$ cat config.mk
export PLATFORM = sky130hd
export DESIGN_NAME = car_sequencer
export DESIGN_NICKNAME = d
export VERILOG_FILES = /design/src/rtl/car_sequencer_pkg.sv /design/src/rtl/car_mode_decode.sv /design/src/rtl/car_sequencer.sv
export SDC_FILE = /design/constraint.sdc
export NUM_CORES = 1
export LEC_CHECK = 0
export CORE_MARGIN = 2
export CORE_UTILIZATION = 30
export CTS_BUF_LIST = sky130_fd_sc_hd__clkbuf_4 sky130_fd_sc_hd__clkbuf_8
export DETAILED_ROUTE_END_ITERATION = 8
export GPL_ROUTABILITY_DRIVEN = 0
export SETUP_SLACK_MARGIN = 0.05
export SYNTH_ARGS = -nofsm -noshare
export SYNTH_HDL_FRONTEND = slang
export SYNTH_SLANG_ARGS = --single-unit
$ cat constraint.sdc
create_clock -name MCLK -period 3.9 [get_ports MCLK]
set_input_delay 0.78 -clock MCLK [delete_from_list [all_inputs] [get_ports MCLK]]
set_output_delay 0.78 -clock MCLK [all_outputs]
set_load 0.005 [all_outputs]
$ cat src/rtl/car_sequencer_pkg.sv
// Shared micro-address encodings, operand classes and opcode constants for the CAR sequencer.
// Used by car_sequencer and car_mode_decode; build option MSP_LPM_EN lives in the top module.
package car_sequencer_pkg;

    // Sequences are laid out contiguously so every non-final state steps to encoding + 1.
    typedef enum logic [5:0] {
        Car0,
        CarRegReg,
        CarRegIdx0, CarRegIdx1, CarRegIdx2, CarRegIdx3,
        CarIndReg0, CarIndReg1,
        CarIndIdx0, CarIndIdx1, CarIndIdx2, CarIndIdx3, CarIndIdx4,
        CarIdxReg0, CarIdxReg1, CarIdxReg2,
        CarIdxIdx0, CarIdxIdx1, CarIdxIdx2, CarIdxIdx3, CarIdxIdx4, CarIdxIdx5,
        Car1opReg,
        Car1opInd0, Car1opInd1, Car1opInd2,
        Car1opIdx0, Car1opIdx1, Car1opIdx2, Car1opIdx3,
        CarPushReg0, CarPushReg1, CarPushReg2,
        CarPushInd0, CarPushInd1, CarPushInd2,
        CarPushIdx0, CarPushIdx1, CarPushIdx2, CarPushIdx3,
        CarCallReg0, CarCallReg1, CarCallReg2,
        CarCallInd0, CarCallInd1, CarCallInd2,
        CarCallIdx0, CarCallIdx1, CarCallIdx2, CarCallIdx3,
        CarReti0, CarReti1, CarReti2, CarReti3,
        CarInt0, CarInt1, CarInt2, CarInt3, CarInt4,
        CarJmp0,
        CarLpm
    } car_e;

    typedef enum logic [1:0] {ClsReg, ClsInd, ClsIdx} src_cls_e;

    localparam logic [2:0] OpPush = 3'b100;
    localparam logic [2:0] OpCall = 3'b101;
    localparam logic [2:0] OpReti = 3'b110;
    localparam logic [2:0] OpIll  = 3'b111;

    localparam logic [3:0] RegPc = 4'd0;
    localparam logic [3:0] RegSp = 4'd1;
    localparam logic [3:0] RegSr = 4'd2;
    localparam logic [3:0] RegCg = 4'd3;

    function automatic logic is_seq_last(input car_e s);
        return s inside {CarRegReg, CarRegIdx3, CarIndReg1, CarIndIdx4, CarIdxReg2, CarIdxIdx5,
                         Car1opReg, Car1opInd2, Car1opIdx3, CarPushReg2, CarPushInd2,
                         CarPushIdx3, CarCallReg2, CarCallInd2, CarCallIdx3, CarReti3,
                         CarInt4, CarJmp0};
    endfunction

    function automatic car_e pick_by_cls(input src_cls_e cls, input car_e reg_s,
                                         input car_e ind_s, input car_e idx_s);
        case (cls)
            ClsInd:  return ind_s;
            ClsIdx:  return idx_s;
            default: return reg_s;
        endcase
    endfunction

endpackage

$ cat src/rtl/car_mode_decode.sv
// Combinational instruction classifier: format, legality and operand addressing class.
module car_mode_decode
    import car_sequencer_pkg::*;
(
    input  logic [15:0] ir_i,
    output logic        fmt1_o,
    output logic        fmt2_o,
    output logic        jump_o,
    output logic        illegal_o,
    output src_cls_e    src_cls_o,
    output logic        dst_idx_o
);

    logic [3:0] src_reg;
    logic [1:0] as_bits;
    logic       unused_bw;

    assign unused_bw = ir_i[6];

    always_comb begin
        as_bits   = ir_i[5:4];
        jump_o    = (ir_i[15:13] == 3'b001);
        fmt2_o    = (ir_i[15:10] == 6'b000100);
        fmt1_o    = (ir_i[15:14] != 2'b00);
        illegal_o = !(jump_o || fmt1_o || fmt2_o) || (fmt2_o && (ir_i[9:7] == OpIll));
        dst_idx_o = ir_i[7];
        src_reg   = fmt2_o ? ir_i[3:0] : ir_i[11:8];
        // Constant generator registers need no memory access; absolute (R2,As=01) still does.
        if (src_reg == RegCg || (src_reg == RegSr && as_bits[1])) begin
            src_cls_o = ClsReg;
        end else if (as_bits[1]) begin
            src_cls_o = ClsInd;
        end else if (as_bits[0]) begin
            src_cls_o = ClsIdx;
        end else begin
            src_cls_o = ClsReg;
        end
    end

endmodule

$ cat src/rtl/car_sequencer.sv
// Microsequencer generating the control address register (CAR) for the CPU control unit.
// Define MSP_LPM_EN to enable the low-power hold state CarLpm (entered on CPUOFF at a boundary).
module car_sequencer
    import car_sequencer_pkg::*;
#(
    parameter int unsigned CAR_BITS = 6
) (
    input  logic                MCLK,
    input  logic                reset,
    input  logic [15:0]         IR,
    input  logic                MEM_RDY,
    input  logic                INTREQ,
    input  logic                NMI,
    input  logic                GIE,
    input  logic                CPUOFF,
    output logic [CAR_BITS-1:0] CAR,
    output logic                BOUNDARY
);

    car_e     car_q, car_d;
    logic     fmt1, fmt2, jump, illegal, dst_idx, int_take;
    src_cls_e src_cls;

    car_mode_decode u_decode (
        .ir_i      (IR),
        .fmt1_o    (fmt1),
        .fmt2_o    (fmt2),
        .jump_o    (jump),
        .illegal_o (illegal),
        .src_cls_o (src_cls),
        .dst_idx_o (dst_idx)
    );

`ifndef MSP_LPM_EN
    logic unused_cpuoff;
    assign unused_cpuoff = CPUOFF;
`endif

    assign int_take = INTREQ & (GIE | NMI);

    always_comb begin
        car_d = car_q;
        case (car_q)
            Car0: begin
                if (int_take) begin
                    car_d = CarInt0;
`ifdef MSP_LPM_EN
                end else if (CPUOFF) begin
                    car_d = CarLpm;
`endif
                end else if (illegal) begin
                    car_d = Car0;
                end else if (jump) begin
                    car_d = CarJmp0;
                end else if (fmt2) begin
                    case (IR[9:7])
                        OpPush:  car_d = pick_by_cls(src_cls, CarPushReg0, CarPushInd0, CarPushIdx0);
                        OpCall:  car_d = pick_by_cls(src_cls, CarCallReg0, CarCallInd0, CarCallIdx0);
                        OpReti:  car_d = CarReti0;
                        default: car_d = pick_by_cls(src_cls, Car1opReg, Car1opInd0, Car1opIdx0);
                    endcase
                end else if (fmt1) begin
                    car_d = dst_idx ? pick_by_cls(src_cls, CarRegIdx0, CarIndIdx0, CarIdxIdx0)
                                    : pick_by_cls(src_cls, CarRegReg, CarIndReg0, CarIdxReg0);
                end
            end
`ifdef MSP_LPM_EN
            CarLpm: begin
                if (int_take) begin
                    car_d = CarInt0;
                end
            end
`endif
            default: begin
                // Encodings above CarJmp0 are unused here and recover to the boundary.
                if (car_q > CarJmp0 || is_seq_last(car_q)) begin
                    car_d = Car0;
                end else begin
                    car_d = car_e'(car_q + 6'd1);
                end
            end
        endcase
        if (!MEM_RDY) begin
            car_d = car_q;
        end
    end

    always_ff @(posedge MCLK) begin
        if (reset) begin
            car_q <= Car0;
        end else begin
            car_q <= car_d;
        end
    end

    assign CAR = CAR_BITS'(car_q);
`ifdef MSP_LPM_EN
    assign BOUNDARY = (car_q == Car0) || (car_q == CarLpm);
`else
    assign BOUNDARY = (car_q == Car0);
`endif

endmodule

==> results by group, run 1 <==
Synth
  – Sequential element share of the synthesized area: 0.129
  – Synthesized net count: 156
  – Synth Flop Type: dfxtp_1
  – EDFF count, synth: 0
  – Synthesized instance count: 126
  – Yosys warning total: 0
  – Async set-reset flop share out of synthesis: 0
  – Mapped Area: 931 um2
  – Syn avg cell area: 7.39 um2
  – Number of distinct library cells after synthesis: 44
  – Synthesized flop and latch total: 6

Floorplan
  – Top Ports: 30
  – Core area: 3000 um2
  – Die Y: 59.7 um
  – Horiz. Die Dim: 59.7 um
  – Die area: 3560 um2
  – Rows: 20
  – Initial core utilization: 0.310

Layout
  – Fillers: roughly 320
  – Fin cells: ~180
  – Most common cell after layout, fill and taps aside: clkdlybuf4s50_1
  – Layout cells sized above 1: 0.0604
  – Nets: 181
  – Max FFs per register: 6
  – Area Overhead vs Synth: 31.9%
  – # diodes: 0
  – Post-Layout Inst Area: between 1000 and 1500 um2
  – Commonest cells after routing, fill and taps aside: clkdlybuf4s50_1, nor2_1, nand3_1

Place
  – Pre-CTS WS: 0.320 ns
  – Placed Instances: 179
  – Post-DP HPWL: 1900 um
  – Port Buf Inserts: 27
  – Placed Area: around 1200 um2

Drt
  – Remaining DRCs: 0
  – First-iteration detailed-routing DRC count: 38
  – Vias per inst: 5.60
  – Final wirelength: 2290 um
  – Iteration count of the initial detailed-routing pass: 4
  – Routed len/inst: between 10 and 15 um
  – Vias: 1020
  – DRT antenna net count: 0

GRT
  – First-pass GRT wire length: just over 4000 um
  – Remaining global-route overflow: 0
  – Vias in the first global route: 959
  – GRT Overall Usage: 0.145
  – Largest net degree at the start of global routing: 15
  – Initial antenna violation count: 0

CTS
  – Clock root cell: clkbuf_4
  – CTS tree: done
  – Setup Buffers After CTS: 0
  – Clock tree buffer depth: 2
  – Worst skew pair latency: 0.25 ns
  – Resized cells post-CTS: 0
  – Cts hold-fix bufs: 0
  – H-Tree Depth: 1
  – Clock transition at the registers of the reported paths: roughly 0.04 ns
  – Clock sink total: 6
  – CTS buffer count: 3

Min path
  – Hold crit path type: flop to flop
  – Critical hold path startpoint: CAR[1]$_SDFFE_PP0P_
  – WHS Path Cells: 2
  – Worst Hold End: CAR[1]$_SDFFE_PP0P_

Power
  – PwrDens: 520 nW/um2
  – Switch share: 0.462
  – Clock share of power: 0.091
  – Reg power frac: 0.249
  – Part of the power in combinational logic: 0.660
  – P_leak: 0.000426 uW
  – Tot Pwr: 638 uW
  – Sw power: 295 uW
  – Int Power: between 300 and 400 uW
  – Max IR drop VDD: 0.000163 V

STA
  – Final min period: approximately 3.3 ns
  – Worst Slack Setup Final: approximately 0.57 ns
  – Slew Viols, Final: 0
  – Post-Route Skew: 0.00574 ns
  – Worst slew pin tran: 0.644 ns
  – RSZ-0062 raised after global routing: no
  – Finish-stage setup viols: 0
  – Max Fclk: 0.300 GHz
  – Setup TNS: 0 ns
  – Hold Violations, Final: 0
  – Fin crit share: 0.854
  – Slew headroom: 0.570

Worst setup path
  – R2r endpoint: CAR[2]$_SDFFE_PP0P_
  – Crit. End Element: flop
  – Worst Setup SP: IR[13]
  – R2r setup slk: around 1.8 ns
  – R2R depth: 7
  – Critical path arrival: 3.49 ns
  – Crit path kind: primary input to flop
  – Slowest-stage cell, CP: clkdlybuf4s50_1
  – Crit-path cells: clkdlybuf4s50_1 -> nor3_1 -> and3_1 -> nor2_1 -> a31oi_1 -> nand3b_1 -> ha_1 -> nor2b_1 -> o32ai_1 -> mux2i_1 -> o31a_1 -> a211oi_2
  – Bufs and invs on worst path: 1
  – Origin of the critical flop-to-flop path: CAR[0]$_SDFFE_PP0P_
  – Crit path launch type: primary input
  – Delay-heaviest family, CP: compound AO/OA/AOI/OAI gates
  – CP required: 4.07 ns
  – CP peak stage delay: 0.42 ns
  – CP max FO: 5

Run status
  – Status: complete, no violations

Run
  – Max-cap violations: 0
-- layout make-up --
class | count | area, um2 | share of cell area
Tap cell | 33 | 41.3 | 0.0336
Clock buffer | 3 | 22.5 | 0.0183
Sequential cell | 6 | 120 | 0.0979
Timing Repair Buffer | 27 | 270 | 0.220
Multi-Input combinational cell | 108 | 754 | 0.615
Inverter | 5 | 18.8 | 0.0153
-- worst max-delay path by stage --
stage | endpoint | slack [ns] | depth (start not counted)
2_1_floorplan | CAR[2]$_SDFFE_PP0P_ | 1.08 | 12
4_1_cts | CAR[2]$_SDFFE_PP0P_ | 0.56 | 12
5_1_grt | CAR[3]$_SDFFE_PP0P_ | 0.34 | 12
3_3_place_gp | CAR[3]$_SDFFE_PP0P_ | 0.37 | 12
6_report | CAR[2]$_SDFFE_PP0P_ | 0.57 | 12
3_5_place_dp | CAR[3]$_SDFFE_PP0P_ | 0.32 | 12
-- synth_stat cells (2+ instances only) --
cell type  n  area share
nand3_1    9       0.048
nor2_1     9       0.036
ha_1       7       0.094
nand2_1    7       0.028
o21ai_0    7       0.038
a21oi_1    6       0.032
buf_2      6       0.032
dfxtp_1    6        0.13
mux2i_1    6       0.065
nand2b_1   5       0.034
nor2b_1    5       0.034
nor3_1     5       0.027
inv_1      4       0.016
o211ai_1   4       0.032
a31oi_1    3       0.020
a41oi_1    2       0.019
and2_1     2       0.013
nand4_1    2       0.013
nor3b_1    2       0.016
nor4_1     2       0.013
o31ai_1    2       0.016
o32ai_1    2       0.019
xor2_1     2       0.019
-- metal layers --
metal	wire, um	global-route usage	vias to the layer above
met1	1110	0.192	467
met5	0	0	-
li1	-	-	526
met4	14	0.0286	0
met2	1070	0.236	25
met3	91	0.0390	2
-- worst register-to-register path: stages, from the launching register on --
cell and delay [ns]:
dfxtp_1 0.43, inv_1 0.10, ha_1 0.27, mux2i_1 0.19, o221ai_2 0.15, a311oi_4 0.52, o211ai_1 0.19, a211oi_2 0.19
-- through the flow --
step / hold slack (ns) / util
final: 0.568 / 0.409
after global routing: 0.621 / 0.409
after CTS: 0.573 / 0.409
after detailed placement: 0.564 / 0.401
after global placement: 0.564 / 0.401
after floorplan: 0.536 / -
-- power by group through the flow --
stage	clock network (uW)	registers, uW	logic, uW
2_1_floorplan	0	116	328
3_3_place_gp	0	158	414
3_5_place_dp	0	159	421
4_1_cts	59.2	158	422
5_1_grt	65.3	168	468
6_report	58.3	159	421
-- kinds of logic after synthesis --
group	Yosys count	share of synthesized area
simple gates	55	0.321
flops	6	0.129
compound gates	38	0.312
mux	6	0.0645
xor+xnor	2	0.0188
buf+inv	12	0.0605
fa+ha+maj	7	0.0941
Note: power is estimated with default switching activity, not from simulation.
==> inputs of run 2 (changes only) <==
--- a/config.mk
+++ b/config.mk
@@ -5,6 +5,7 @@
 export SDC_FILE = /design/constraint.sdc
 export NUM_CORES = 1
 export LEC_CHECK = 0
+export ABC_AREA = 1
 export CORE_MARGIN = 2
 export CORE_UTILIZATION = 30
 export CTS_BUF_LIST = sky130_fd_sc_hd__clkbuf_4 sky130_fd_sc_hd__clkbuf_8
==> run 2 against run 1 <==
Net effect:
- register-to-register slack improved by 0.44 ns
- die area is 3.1% higher
- setup slack gained 0.42 ns
- critical path depth grew 5
- largest cell class unchanged
- area after synthesis increased by 3.4%
- sequential share of layout area down 0.47 points
- sequential power down 44%
- fmax rose by 14%
==> results by group, run 2 <==
Drt
  – Vias: 1131
  – Routed len/inst: 9.40 um
  – Vias per inst: 4.56
  – DRT antenna net count: 0
  – Final wirelength: between 2000 and 2500 um
  – Iteration count of the initial detailed-routing pass: 4
  – First-iteration detailed-routing DRC count: 47
  – Remaining DRCs: 0

Worst setup path
  – CP peak stage delay: 0.50 ns
  – CP required: 4.03 ns
  – Crit. End Element: flop
  – Crit-path cells: clkdlybuf4s50_1 -> inv_1 -> nor2_1 -> nand3_1 -> o2111ai_1 -> nand2_1 -> nor2_1 -> inv_1 -> ha_1 -> nand2_1 -> nand2_1 -> a21boi_0 -> nand2_1 -> nand2_1 -> nand2_1 -> nand3_1 -> a21oi_1
  – CP max FO: 5
  – Delay-heaviest family, CP: simple AND/OR/NAND/NOR gates
  – Bufs and invs on worst path: 3
  – Cell repeated most along the worst path: nand2_1
  – Crit path kind: primary input to flop
  – Crit path launch type: primary input
  – Critical path arrival: 3.04 ns
  – Slowest-stage cell, CP: clkdlybuf4s50_1

Power
  – Sw power: 131 uW
  – P_leak: 0.000647 uW
  – Clock share of power: 0.179
  – Max IR drop VDD: approximately 0.000070 V
  – Int Power: 191 uW
  – Switch share: 0.407
  – Part of the power in combinational logic: 0.544
  – Reg power frac: 0.277
  – PwrDens: 250 nW/um2

CTS
  – CTS buffer count: 3
  – Setup Buffers After CTS: 0
  – CTS tree: done
  – Resized cells post-CTS: 0
  – Cts hold-fix bufs: 0
  – H-Tree Depth: 1
  – Clock tree buffer depth: 2
  – Clock transition at the registers of the reported paths: 0.05 ns
  – Worst skew pair latency: 0.24 ns
  – Clock root cell: clkbuf_4
  – Clock sink total: 6

Floorplan
  – Die Y: 60.6 um
  – Core area: 3050 um2
  – Rows: 20
  – Top Ports: 30
  – Horiz. Die Dim: 60.6 um
  – Die area: 3680 um2
  – Initial core utilization: 0.315

Synth
  – Synth Area in XOR/XNOR: 0.0182
  – Top cell type by total area after synthesis: nand2_1
  – Mux contribution to synthesized area: 0
  – Ranking of synthesized cells by instance count: nand2_1, inv_1, nand3_1
  – Synth Flop Type: dfxtp_1
  – Synth Area in Adders: 0.0910
  – Syn avg cell area: 5.44 um2
  – Largest family of logic cells by synthesized area: simple AND/OR/NAND/NOR gates
  – Mapped Area: 962 um2
  – Complex-gate fraction of the synthesized area: 0.144
  – Synthesized flop and latch total: 6
  – Async set-reset flop share out of synthesis: 0
  – Top-count cell post-synth: nand2_1
  – Synthesized instance count: 177
  – Yosys warning total: 0
  – Number of distinct library cells after synthesis: 23
  – Share of the synthesized area in the top cell type: 0.226
  – Synthesized net count: 207
  – Simple-gate portion of the synthesized area: 0.486
  – Synth top area cells: nand2_1, dfxtp_1, nand3_1
  – EDFF count, synth: 0
  – Sequential element share of the synthesized area: 0.125

GRT
  – GRT Overall Usage: 0.151
  – Remaining global-route overflow: 0
  – Largest net degree at the start of global routing: 11
  – Initial antenna violation count: 0
  – Vias in the first global route: 1020
  – First-pass GRT wire length: roughly 4300 um

Layout
  – Post-Layout Inst Area: 1290 um2
  – Multi-input gate area: 712 um2
  – Post-layout util: 0.422
  – # diodes: 0
  – Fillers: 345
  – Nets: approximately 240
  – Layout cells sized above 1: 0.0637
  – Area Overhead vs Synth: 33.9%
  – Most common cell after layout, fill and taps aside: nand2_1
  – Max FFs per register: 6
  – Register Area: 120 um2
  – Commonest cells after routing, fill and taps aside: nand2_1, inv_1, clkdlybuf4s50_1, nand3_1, nor2_1
  – Fin cells: between 200 and 250

Place
  – Placed Area: 1270 um2
  – Post-DP HPWL: 1940 um
  – Placed Instances: between 200 and 250
  – Port Buf Inserts: 27

Min path
  – Hold crit path type: flop to flop

STA
  – Slew headroom: 0.765
  – Fin crit share: 0.746
  – Setup TNS: 0 ns
  – Final min period: 2.91 ns
  – Slew Viols, Final: 0
  – RSZ-0062 raised after global routing: no
  – Finish-stage setup viols: 0
  – Hold Violations, Final: 0
  – Max Fclk: 0.344 GHz
  – Worst slew pin tran: approximately 0.35 ns
  – Post-Route Skew: about 0.0037 ns

Run
  – Max-cap violations: 0

Run status
  – Status: complete, no violations
-- run 2: metal layers --
metal  global-route usage  routed length [um]  part of all wire  up-vias
li1                     -                   -                 -      622
met5                    0                   0                 0        -
met3               0.0299                 116             0.050        2
met1                0.214                1180              0.51      474
met2                0.238                1030              0.44       33
met4               0.0342                   8            0.0034        0
-- run 2: worst min-delay path, cell delays in order (launching register included) --
cell	delay, ns
dfxtp_1	0.36
nand2_1	0.09
a21oi_1	0.06
-- run 2: power groups by stage --
stage	sequential (uW)	clock, uW	combinational [uW]
after floorplan	80.9	0	120
after global placement	90.4	0	177
after detailed placement	90.7	0	176
after CTS	89.5	59.4	177
after global routing	90.8	63.7	204
final	89.1	57.5	175
-- run 2: through the flow --
stage | hold WS [ns] | worst slack [ns] | power, uW
final | 0.568 | 0.990 | 322
after CTS | 0.562 | 1.00 | 326
after global routing | 0.584 | 0.640 | 359
after global placement | 0.542 | 0.786 | 267
after floorplan | 0.511 | 1.43 | 201
after detailed placement | 0.544 | 0.754 | 267
-- run 2: final timing paths --
path / cells past startpoint / slack (ns) / start / to
max reg2reg: 10 / 2.24 / CAR[0]$_SDFFE_PP0P_ / CAR[3]$_SDFFE_PP0P_
max: 17 / 0.99 / IR[12] / CAR[1]$_SDFFE_PP0P_
min: 2 / 0.57 / CAR[1]$_SDFFE_PP0P_ / CAR[1]$_SDFFE_PP0P_
min reg2reg: 2 / 0.57 / CAR[1]$_SDFFE_PP0P_ / CAR[1]$_SDFFE_PP0P_
-- run 2: kinds of logic after synthesis --
family | count (synthesis)
adders and majority gates | 7
buffers and inverters | 32
AOI/OAI and AO/OA | 25
DFF | 6
and+or+nand+nor | 105
xor gates and xnor gates | 2
-- run 2: area by class of cell --
cell class                 count  share of cell area
clock buffer                   3              0.0175
multi-input combinational    139               0.552
timing repair buffer          27               0.210
tap                           44              0.0427
sequential                     6              0.0932
inverter                      29              0.0845
